--- src/rtl/dac8812_sequencer.sv ---
// Update-rate sequencer for a dual-channel DAC8812: buffers A/B sample pairs,
// then on each timer tick sends channel A and then channel B to the serializer.
module dac8812_sequencer #(
  parameter int PERIOD    = 1000,
  parameter int GUARD     = 4,
  parameter int DEPTH     = 4,
  parameter int SIGNED_IN = 1
) (
  input  logic                     clk,
  input  logic                     rst,
  input  logic                     s_valid,
  output logic                     s_ready,
  input  logic [15:0]              s_data_a,
  input  logic [15:0]              s_data_b,
  input  logic                     en,
  input  logic                     clr_flags,
  output logic                     dac_start,
  output logic [17:0]              dac_data,
  input  logic                     dac_busy,
  output logic                     underrun,
  output logic                     overrun,
  output logic [15:0]              underrun_cnt,
  output logic [$clog2(DEPTH):0]   level
);

  localparam int AW = $clog2(DEPTH);
  localparam int TW = $clog2(PERIOD);
  localparam int GW = $clog2(GUARD + 1);
  localparam logic [AW:0]   FULL   = (AW + 1)'(DEPTH);
  localparam logic [TW-1:0] T_LAST = TW'(PERIOD - 1);
  localparam logic [GW-1:0] G_LAST = GW'(GUARD - 1);

  typedef enum logic [2:0] {
    IDLE, START_A, WAIT_A, GAP_A, START_B, WAIT_B, GAP_B
  } state_t;

  state_t          state_q;
  logic [TW-1:0]   tmr_q, tmr_d;
  logic            tick;
  logic [31:0]     mem_q [DEPTH];
  logic [AW-1:0]   wr_ptr_q, rd_ptr_q;
  logic [AW:0]     count_q, count_d;
  logic            push, pop;
  logic [1:0][15:0] rd_code;
  logic            seen_busy_q;
  logic [GW-1:0]   gcnt_q;
  logic [15:0]     hold_b_q;
  logic            dac_start_q;
  logic [17:0]     dac_data_q;
  logic            underrun_q, overrun_q;
  logic [15:0]     underrun_cnt_q;
  logic            underrun_evt, overrun_evt;

  // Update timer: wraps at PERIOD-1, frozen while disabled.
  assign tick = en && (tmr_q == T_LAST);

  always_comb begin
    tmr_d = tmr_q;
    if (en) begin
      tmr_d = (tmr_q == T_LAST) ? '0 : tmr_q + TW'(1);
    end
  end

  always_ff @(posedge clk) begin
    if (rst) begin
      tmr_q <= '0;
    end else begin
      tmr_q <= tmr_d;
    end
  end

  assign s_ready = (count_q < FULL);
  assign level   = count_q;
  assign push    = s_valid && s_ready;
  assign pop     = (state_q == IDLE) && tick && (count_q != '0);

  always_comb begin
    count_d = count_q;
    if (push && !pop) begin
      count_d = count_q + (AW + 1)'(1);
    end else if (pop && !push) begin
      count_d = count_q - (AW + 1)'(1);
    end
  end

  always_ff @(posedge clk) begin
    if (push) begin
      mem_q[wr_ptr_q] <= {s_data_a, s_data_b};
    end
  end

  always_ff @(posedge clk) begin
    if (rst) begin
      wr_ptr_q <= '0;
      rd_ptr_q <= '0;
      count_q  <= '0;
    end else begin
      if (push) begin
        wr_ptr_q <= wr_ptr_q + AW'(1);
      end
      if (pop) begin
        rd_ptr_q <= rd_ptr_q + AW'(1);
      end
      count_q <= count_d;
    end
  end

  // Lane 1 carries channel A, lane 0 channel B; code conversion happens on the way out.
  for (genvar gi = 0; gi < 2; gi++) begin : g_lane
    logic [15:0] raw;
    assign raw = mem_q[rd_ptr_q][16*gi +: 16];
    if (SIGNED_IN != 0) begin : g_offset
      assign rd_code[gi] = {~raw[15], raw[14:0]};
    end else begin : g_pass
      assign rd_code[gi] = raw;
    end
  end

  always_ff @(posedge clk) begin
    if (rst) begin
      state_q     <= IDLE;
      dac_start_q <= 1'b0;
      dac_data_q  <= '0;
      seen_busy_q <= 1'b0;
      gcnt_q      <= '0;
      hold_b_q    <= '0;
    end else begin
      dac_start_q <= 1'b0;
      case (state_q)
        IDLE: begin
          if (pop) begin
            hold_b_q    <= rd_code[0];
            dac_data_q  <= {2'b01, rd_code[1]};
            dac_start_q <= 1'b1;
            state_q     <= START_A;
          end
        end
        START_A, START_B: begin
          seen_busy_q <= 1'b0;
          gcnt_q      <= '0;
          state_q     <= (state_q == START_A) ? WAIT_A : WAIT_B;
        end
        // Busy must be seen high before its falling edge ends the word.
        WAIT_A, WAIT_B: begin
          if (!seen_busy_q) begin
            if (dac_busy) begin
              seen_busy_q <= 1'b1;
            end
          end else if (!dac_busy) begin
            state_q <= (state_q == WAIT_A) ? GAP_A : GAP_B;
          end
        end
        GAP_A: begin
          if (gcnt_q == G_LAST) begin
            dac_data_q  <= {2'b10, hold_b_q};
            dac_start_q <= 1'b1;
            state_q     <= START_B;
          end else begin
            gcnt_q <= gcnt_q + GW'(1);
          end
        end
        GAP_B: begin
          if (gcnt_q == G_LAST) begin
            state_q <= IDLE;
          end else begin
            gcnt_q <= gcnt_q + GW'(1);
          end
        end
        default: state_q <= IDLE;
      endcase
    end
  end

  assign underrun_evt = (state_q == IDLE) && tick && (count_q == '0);
  assign overrun_evt  = tick && (state_q != IDLE);

  // A new event outranks a simultaneous clear.
  always_ff @(posedge clk) begin
    if (rst) begin
      underrun_q     <= 1'b0;
      overrun_q      <= 1'b0;
      underrun_cnt_q <= '0;
    end else begin
      if (underrun_evt) begin
        underrun_q <= 1'b1;
        if (clr_flags) begin
          underrun_cnt_q <= 16'd1;
        end else if (underrun_cnt_q != 16'hFFFF) begin
          underrun_cnt_q <= underrun_cnt_q + 16'd1;
        end
      end else if (clr_flags) begin
        underrun_q     <= 1'b0;
        underrun_cnt_q <= '0;
      end
      if (overrun_evt) begin
        overrun_q <= 1'b1;
      end else if (clr_flags) begin
        overrun_q <= 1'b0;
      end
    end
  end

  assign dac_start    = dac_start_q;
  assign dac_data     = dac_data_q;
  assign underrun     = underrun_q;
  assign overrun      = overrun_q;
  assign underrun_cnt = underrun_cnt_q;

endmodule

--- config.mk ---
export PLATFORM = sky130hd
export DESIGN_NAME = dac8812_sequencer
export DESIGN_NICKNAME = d
export VERILOG_FILES = /design/src/rtl/dac8812_sequencer.sv
export SDC_FILE = /design/constraint.sdc
export NUM_CORES = 1
export LEC_CHECK = 0
export BUFFER_PORTS_ARGS = -buffer_cell sky130_fd_sc_hd__buf_2
export CORE_MARGIN = 10
export CORE_UTILIZATION = 61
export CTS_BUF_LIST = sky130_fd_sc_hd__clkbuf_4
export DETAILED_ROUTE_END_ITERATION = 12
export PLACE_DENSITY = 0.93
export SYNTH_ARGS = -nofsm -noshare
export SYNTH_HDL_FRONTEND = slang
export SYNTH_SLANG_ARGS = --single-unit
--- constraint.sdc ---
create_clock -name clk -period 2.71 [get_ports clk]
set_input_delay 0 -clock clk [delete_from_list [all_inputs] [get_ports clk]]
set_output_delay 0 -clock clk [all_outputs]
set_load 0.02 [all_outputs]
# After elaboration in Yosys (flattened, before gate mapping)
# Memories as Yosys holds them, arrays and structs flattened. A register that Yosys moved wholly into a read port is not among the register bits.
# Index checks and enable logic that the tools add are counted.
[op_classes] mul=0 shift=0 reduce_logical=29 eq_ne=15 div=0 n_mux=33 magnitude_cmp=1 n_bitwise=2 n_addsub=7
[ops] operator="16-bit two-way mux" count=4
[ops] operator="18-bit two-way mux" count=2
[ops] operator="18-bit case mux with 2 select lines" count=1
[ops] operator="3-bit two-way mux" count=10
[ops] operator="16-bit by 1-bit adder with 16-bit output (second input constant)" count=1
[ops] operator="16-bit inequality test (second input constant)" count=1
[ops] operator="3-bit case mux with 5 select lines" count=1
[ops] operator="2-bit nonzero test" count=7
[ops] operator="2-bit inequality test (second input constant)" count=6
[ops] operator="10-bit by 1-bit adder with 10-bit output (second input constant)" count=1
[ops] operator="10-bit == test (second input constant)" count=1
[ops] operator="10-bit two-way mux" count=1
[ops] operator="3-bit by 2-bit == test with 1-bit output (second input constant)" count=3
[ops] operator="3-bit == test (second input constant)" count=3
[ops] operator="1-bit two-way mux" count=9
[ops] operator="1-bit logical AND" count=8
[ops] operator="3-bit by 1-bit adder with 3-bit output (second input constant)" count=2
[ops] operator="3-bit zero test" count=2
[ops] operator="3-bit case mux with 2 select lines" count=1
[ops] operator="2-bit AND reduction" count=3
[ops] operator="3-bit nonzero test" count=2
[ops] operator="2-bit OR reduction" count=3
[ops] operator="5-bit AND reduction" count=1
[ops] operator="2-bit by 1-bit adder with 2-bit output (second input constant)" count=2
[ops] operator="8 further kinds" count=12
[word_totals] inputBits=38 romBits=0 mem_count=1 ramBits=128 regBits=77 latchBits=0
[memory_table] memory="mem_q" words=4 word_bits=32 rd=1 rd_ports_with_merged_regs=1 write_ports=1 line="40" text="logic [31:0] mem_q [DEPTH];"

# Logic depth before layout (Yosys ltp)
[depth] word_depth=7 ltp_mapped=10 ltp_nobuf=10

# Least setup slack after synthesis
# OpenSTA, ideal clock, no wires.
[synth_path] path_type="reg-to-reg" start="register count_q[0] (netlist: level[0])" end="register count_q[2] (netlist: level[2])" stages_incl_launch_ff=10 path_slack_ns=0.525 required_time_ns=2.640 setup_time_ns=0.070 n_path_buf=0 arrival_time_ns=2.115 cell_sequence="dfxtp_1 nor3_1 nor2_1 nand2_1 ha_1 inv_1 fa_1 xor2_1 or3_1 a21oi_1"
[synth_between] elab_chain_cells=5 word_cells_on_any_way=13 cone_classes="add/sub (2); order compare (1); mux (2); reduce/logical (8)"
[synth_rtl] item="from (decl)" line="42" text="logic [AW:0] count_q, count_d;"
[synth_rtl] item="from (signal assigned)" line="104" text="count_q <= count_d;"
[synth_rtl] item="3-bit less-than comparator or 3-bit nonzero test (tied branches)" line="72, 75"
[synth_rtl] item="1-bit logical AND (on tied branches)" line="74, 75"
[synth_rtl] item="1-bit zero test (on tied branches)" line="81, 79"
[synth_rtl] item="1-bit logical AND (on tied branches)" line="81, 79"
[synth_rtl] item="2-bit nonzero test (no source line) or 3-bit two-way mux (tied branches)"
# Several ways; a longest one is shown, not always the timed one. The select of a mux whose other input is x is not followed.
# A chain may end at the register's enable or synchronous reset.

# Worst setup path in the final report
[layout_path] start="register tmr_q[0]" end="register underrun_cnt_q[7] (netlist: underrun_cnt[7])"
[layout_between] elab_chain_cells=6 word_cells_on_any_way=7 cone_classes="eq/ne (1); mux (1); reduce/logical (5)"
[layout_rtl] item="from (decl)" line="38" text="logic [TW-1:0] tmr_q, tmr_d;"
[layout_rtl] item="from (signal assigned)" line="68" text="tmr_q <= tmr_d;"
[layout_rtl] item="10-bit == test (*)" line="55" text="assign tick = en && (tmr_q == T_LAST);"
[layout_rtl] item="1-bit logical AND (*)" line="55"
[layout_rtl] item="1-bit logical AND (*) (2 in a row)" line="174" text="assign underrun_evt = (state_q == IDLE) && tick && (count_q == '0);"
[layout_rtl] item="2-bit nonzero test (no source line)"
[layout_rtl] item="2-bit AND reduction (no source line)"
[layout_rtl] item="to (signal assigned)" line="189" text="underrun_cnt_q <= underrun_cnt_q + 16'd1;"
[layout_rtl] item="to (decl)" line="51" text="logic [15:0] underrun_cnt_q;"
# Mark *: on every way between the ends. The rest lies on a longest branch, timed or not.

==> summary.md <==
| Metric | Value |
|---|---|
| Status | `finished clean` |
| Vias in the first global route | `6016` |
| Leakage Power | `3.45 nW` |
| Register area share after synthesis | `66.9%` |
| Largest stage delay, worst path | `0.57 ns` |
| Pre-CTS setup slack | `0.243 ns` |
| CTS tree | `built` |
| Total CTS buffers | `50` |
| Core footprint | `13100 um^2` |
| Crit path arrival time | `2.97 ns` |
| Critical path capture point type | `flop` |
| Worst Tran Pin Value | `0.732 ns` |
| IO buf count | `78` |
| Crit path max-delay cell type | `or4_1` |
| RSZ-0062 raised after global routing | `no` |
| Fill cell count | `771` |
| # nets final | `787` |
| Die Area | `18300 um^2` |
| Post-Syn Area per Cell | `13.8 um^2` |
| Synthesized Nets | `635` |
| Post-DR wirelength/cell | `21.0 um` |
| Clk sinks | `207` |
| Final antenna-violating net count | `0` |
| Pwr dens | `691 nW/um^2` |
| Worst-skew pair later-pin latency | `0.68 ns` |
| H-tree depth | `2` |
| Area delta synth->final | `20.8%` |
| EDFF count, synth | `128` |
| CP max FO | `19` |
| Max-slew headroom | `51.1%` |
| Yosys warns | `0` |
| Synth area leader | `edfxtp_1` |
| Critical path type | `reg2reg` |
| Largest net degree at the start of global routing | `41` |
| Total global routing overflow | `0` |
| Worst-path clk slew | `0.08 ns` |
| Die width | `135 um` |
| Share of layout cells above drive strength 1 | `27.9%` |
| Post-synth ARST share | `0%` |
| Antenna violations before repair | `0` |
| Die H | `135 um` |
| Drt first-iter violations | `596` |
| F_max | `0.421 GHz` |
| Routed vias | `5776` |
| CP Cell Sequence | `ha_1 > nand3_1 > nor3_2 > a31oi_2 > or4_1 > a21oi_1` |
| Max Root-Sink Buffers | `3` |
| Post-synth top flop | `edfxtp_1` |
| Router iterations before antenna repair | `5` |
| Skew final | `0.0345 ns` |
| Placed insts | `826` |
| Synthesized cell area | `8110 um^2` |
| Max Transition Viols Final | `0` |
| N_diodes | `0` |
| Dpl hpwl | `12.0 mm` |
| Total GRT Usage | `21.9%` |
| Worst vdd ir | `0.497 mV` |
| MaxCap Viol Count | `0` |
| Final worst setup slack | `0.336 ns` |
| Synth unique cells | `50` |
| DRC Markers | `0` |
| Final worst path period share | `87.6%` |
| CTS root buf | `clkbuf_4` |
| Minimum clock period | `2.37 ns` |
| Final cell count without fillers | `955` |
| Final setup vio count | `0` |
| Largest cells by area after synthesis | `edfxtp_1 (47%), dfxtp_1 (20%), mux4_2 (8.9%)` |
| GP Congestion | `0.847` |
| Class of the worst hold path | `in2reg` |
| CP startpoint kind | `flop` |
| Final setup TNS | `0 ns` |
| Initial Utilization | `61.7%` |
| Top cell type's share of synthesized area | `47.4%` |
| Final hold violation count | `0` |
| Via density | `6.05` |
| First-pass GRT wire length | `31.4 mm` |
| Num ports | `79` |
| Post-synthesis register bit count | `207` |
| Routed WL | `20.0 mm` |
| Critical path required time | `3.30 ns` |
| Cell count after synthesis | `587` |
| Site Rows | `42` |
[cells in the final DEF, fill, tap and decap left out, types with 3 or more instances in the layout]
master	netlist	final
a21oi_1	55	55
a22oi_1	16	16
a2bb2oi_1	3	3
a31oi_1	4	3
and2_1	7	7
and3_1	3	3
and4_1	3	3
buf_2	7	78
buf_4	0	16
clkbuf_4	0	76
clkinv_1	0	12
dfxtp_1	79	78
dlygate4sd3_1	0	37
edfxtp_1	128	128
ha_1	9	9
inv_1	12	12
mux2i_1	4	4
mux4_2	32	32
nand2_1	60	60
nand3_1	11	11
nand4_1	10	10
nor2_1	37	37
nor3_1	8	8
o21ai_0	9	9
o31ai_1	5	5
or3_1	8	8
or4_1	6	6
xnor2_1	8	8
xor2_1	8	8
[synth_stat cells (7+ instances only)]
master,count
edfxtp_1,128
dfxtp_1,79
nand2_1,60
a21oi_1,55
nor2_1,37
mux4_2,32
clkbuf_1,23
a22oi_1,16
inv_1,12
nand3_1,11
nand4_1,10
ha_1,9
o21ai_0,9
nor3_1,8
or3_1,8
xnor2_1,8
xor2_1,8
and2_1,7
buf_2,7
[registers in the layout, summed over array words and instances, names as in the netlist, 2 cells and up, named ones only]
| signal | count |
|---|---|
| rd_ptr_q | 2 |
| wr_ptr_q | 2 |
| underrun_cnt | 16 |
| state_q | 3 |
| level | 3 |
| mem_q | 128 |
| tmr_q | 10 |
| hold_b_q | 16 |
| gcnt_q | 3 |
| dac_data | 18 |
[worst max-delay path: cells and delay by family (launching register included)]
| kind | cells | cell delay [ns] |
|---|---|---|
| and+or+nand+nor | 3 | 1.14 |
| AOI/OAI and AO/OA | 2 | 0.57 |
| adders and majority gates | 1 | 0.21 |
| DFF | 1 | 0.37 |
[layout make-up]
type,instances,area (um^2),area share (%)
repair buffers,133,921,9.40
clock buffers,76,571,5.83
multi-input cells,335,2510,25.7
well taps,176,220,2.25
flip-flops and latches,207,5430,55.4
clock inverters,16,95.1,0.971
inverters,12,45.0,0.460
[path summary, 6_finish.rpt]
check,cells past startpoint,slack [ns],start,end
min reg2reg,2,0.47,dac_data[2],dac_data[2]
max reg2reg,6,0.34,tmr_q[0],underrun_cnt[7]
min,2,0.07,s_data_a[8],mem_q[3][24]
max,6,0.34,tmr_q[0],underrun_cnt[7]
[metal layers]
metal / track usage, % / up-vias / wire length (um)
met4: 13.5 / 0 / 971
met2: 38.3 / 339 / 10300
met5: 0 / - / 0
met1: 23.5 / 2803 / 7000
li1: - / 2553 / -
met3: 5.45 / 81 / 1720
[per-stage QoR]
step                      util, %  instance area [um^2]  hold slack, ns  power [W]
after floorplan                 -                  8110          0.0989    0.00393
after global routing         74.5                  9790          0.0508    0.00702
after global placement       66.6                  8750           0.209    0.00408
after detailed placement     66.6                  8750           0.218    0.00414
after CTS                    74.5                  9790          0.0518    0.00675
final                        74.5                  9790          0.0726    0.00677
[kinds of logic after synthesis]
kind of cell	share of synthesized area [%]
compound gates	8.13
xor+xnor	1.73
fa+ha+maj	1.64
buf+inv	2.19
flops	66.9
mux	9.52
simple gates	9.86
[power breakdown]
group / total [W] / internal [W] / switching (W) / leakage (nW)
logic: 0.000526 / 0.000219 / 0.000306 / 1.25
registers: 0.00360 / 0.00353 / 0.0000692 / 1.81
clock network: 0.00264 / 0.00138 / 0.00126 / 0.387
total: 0.00677 / 0.00513 / 0.00163 / 3.45
[timing repair]
item,CTS,global route
resized for setup,0,1
endpoints found under the hold margin,169,0
setup endpoints to repair,0,3
setup buffers,0,0
hold buffers,37,0
No activity file was read; power rests on OpenSTA's default activity.
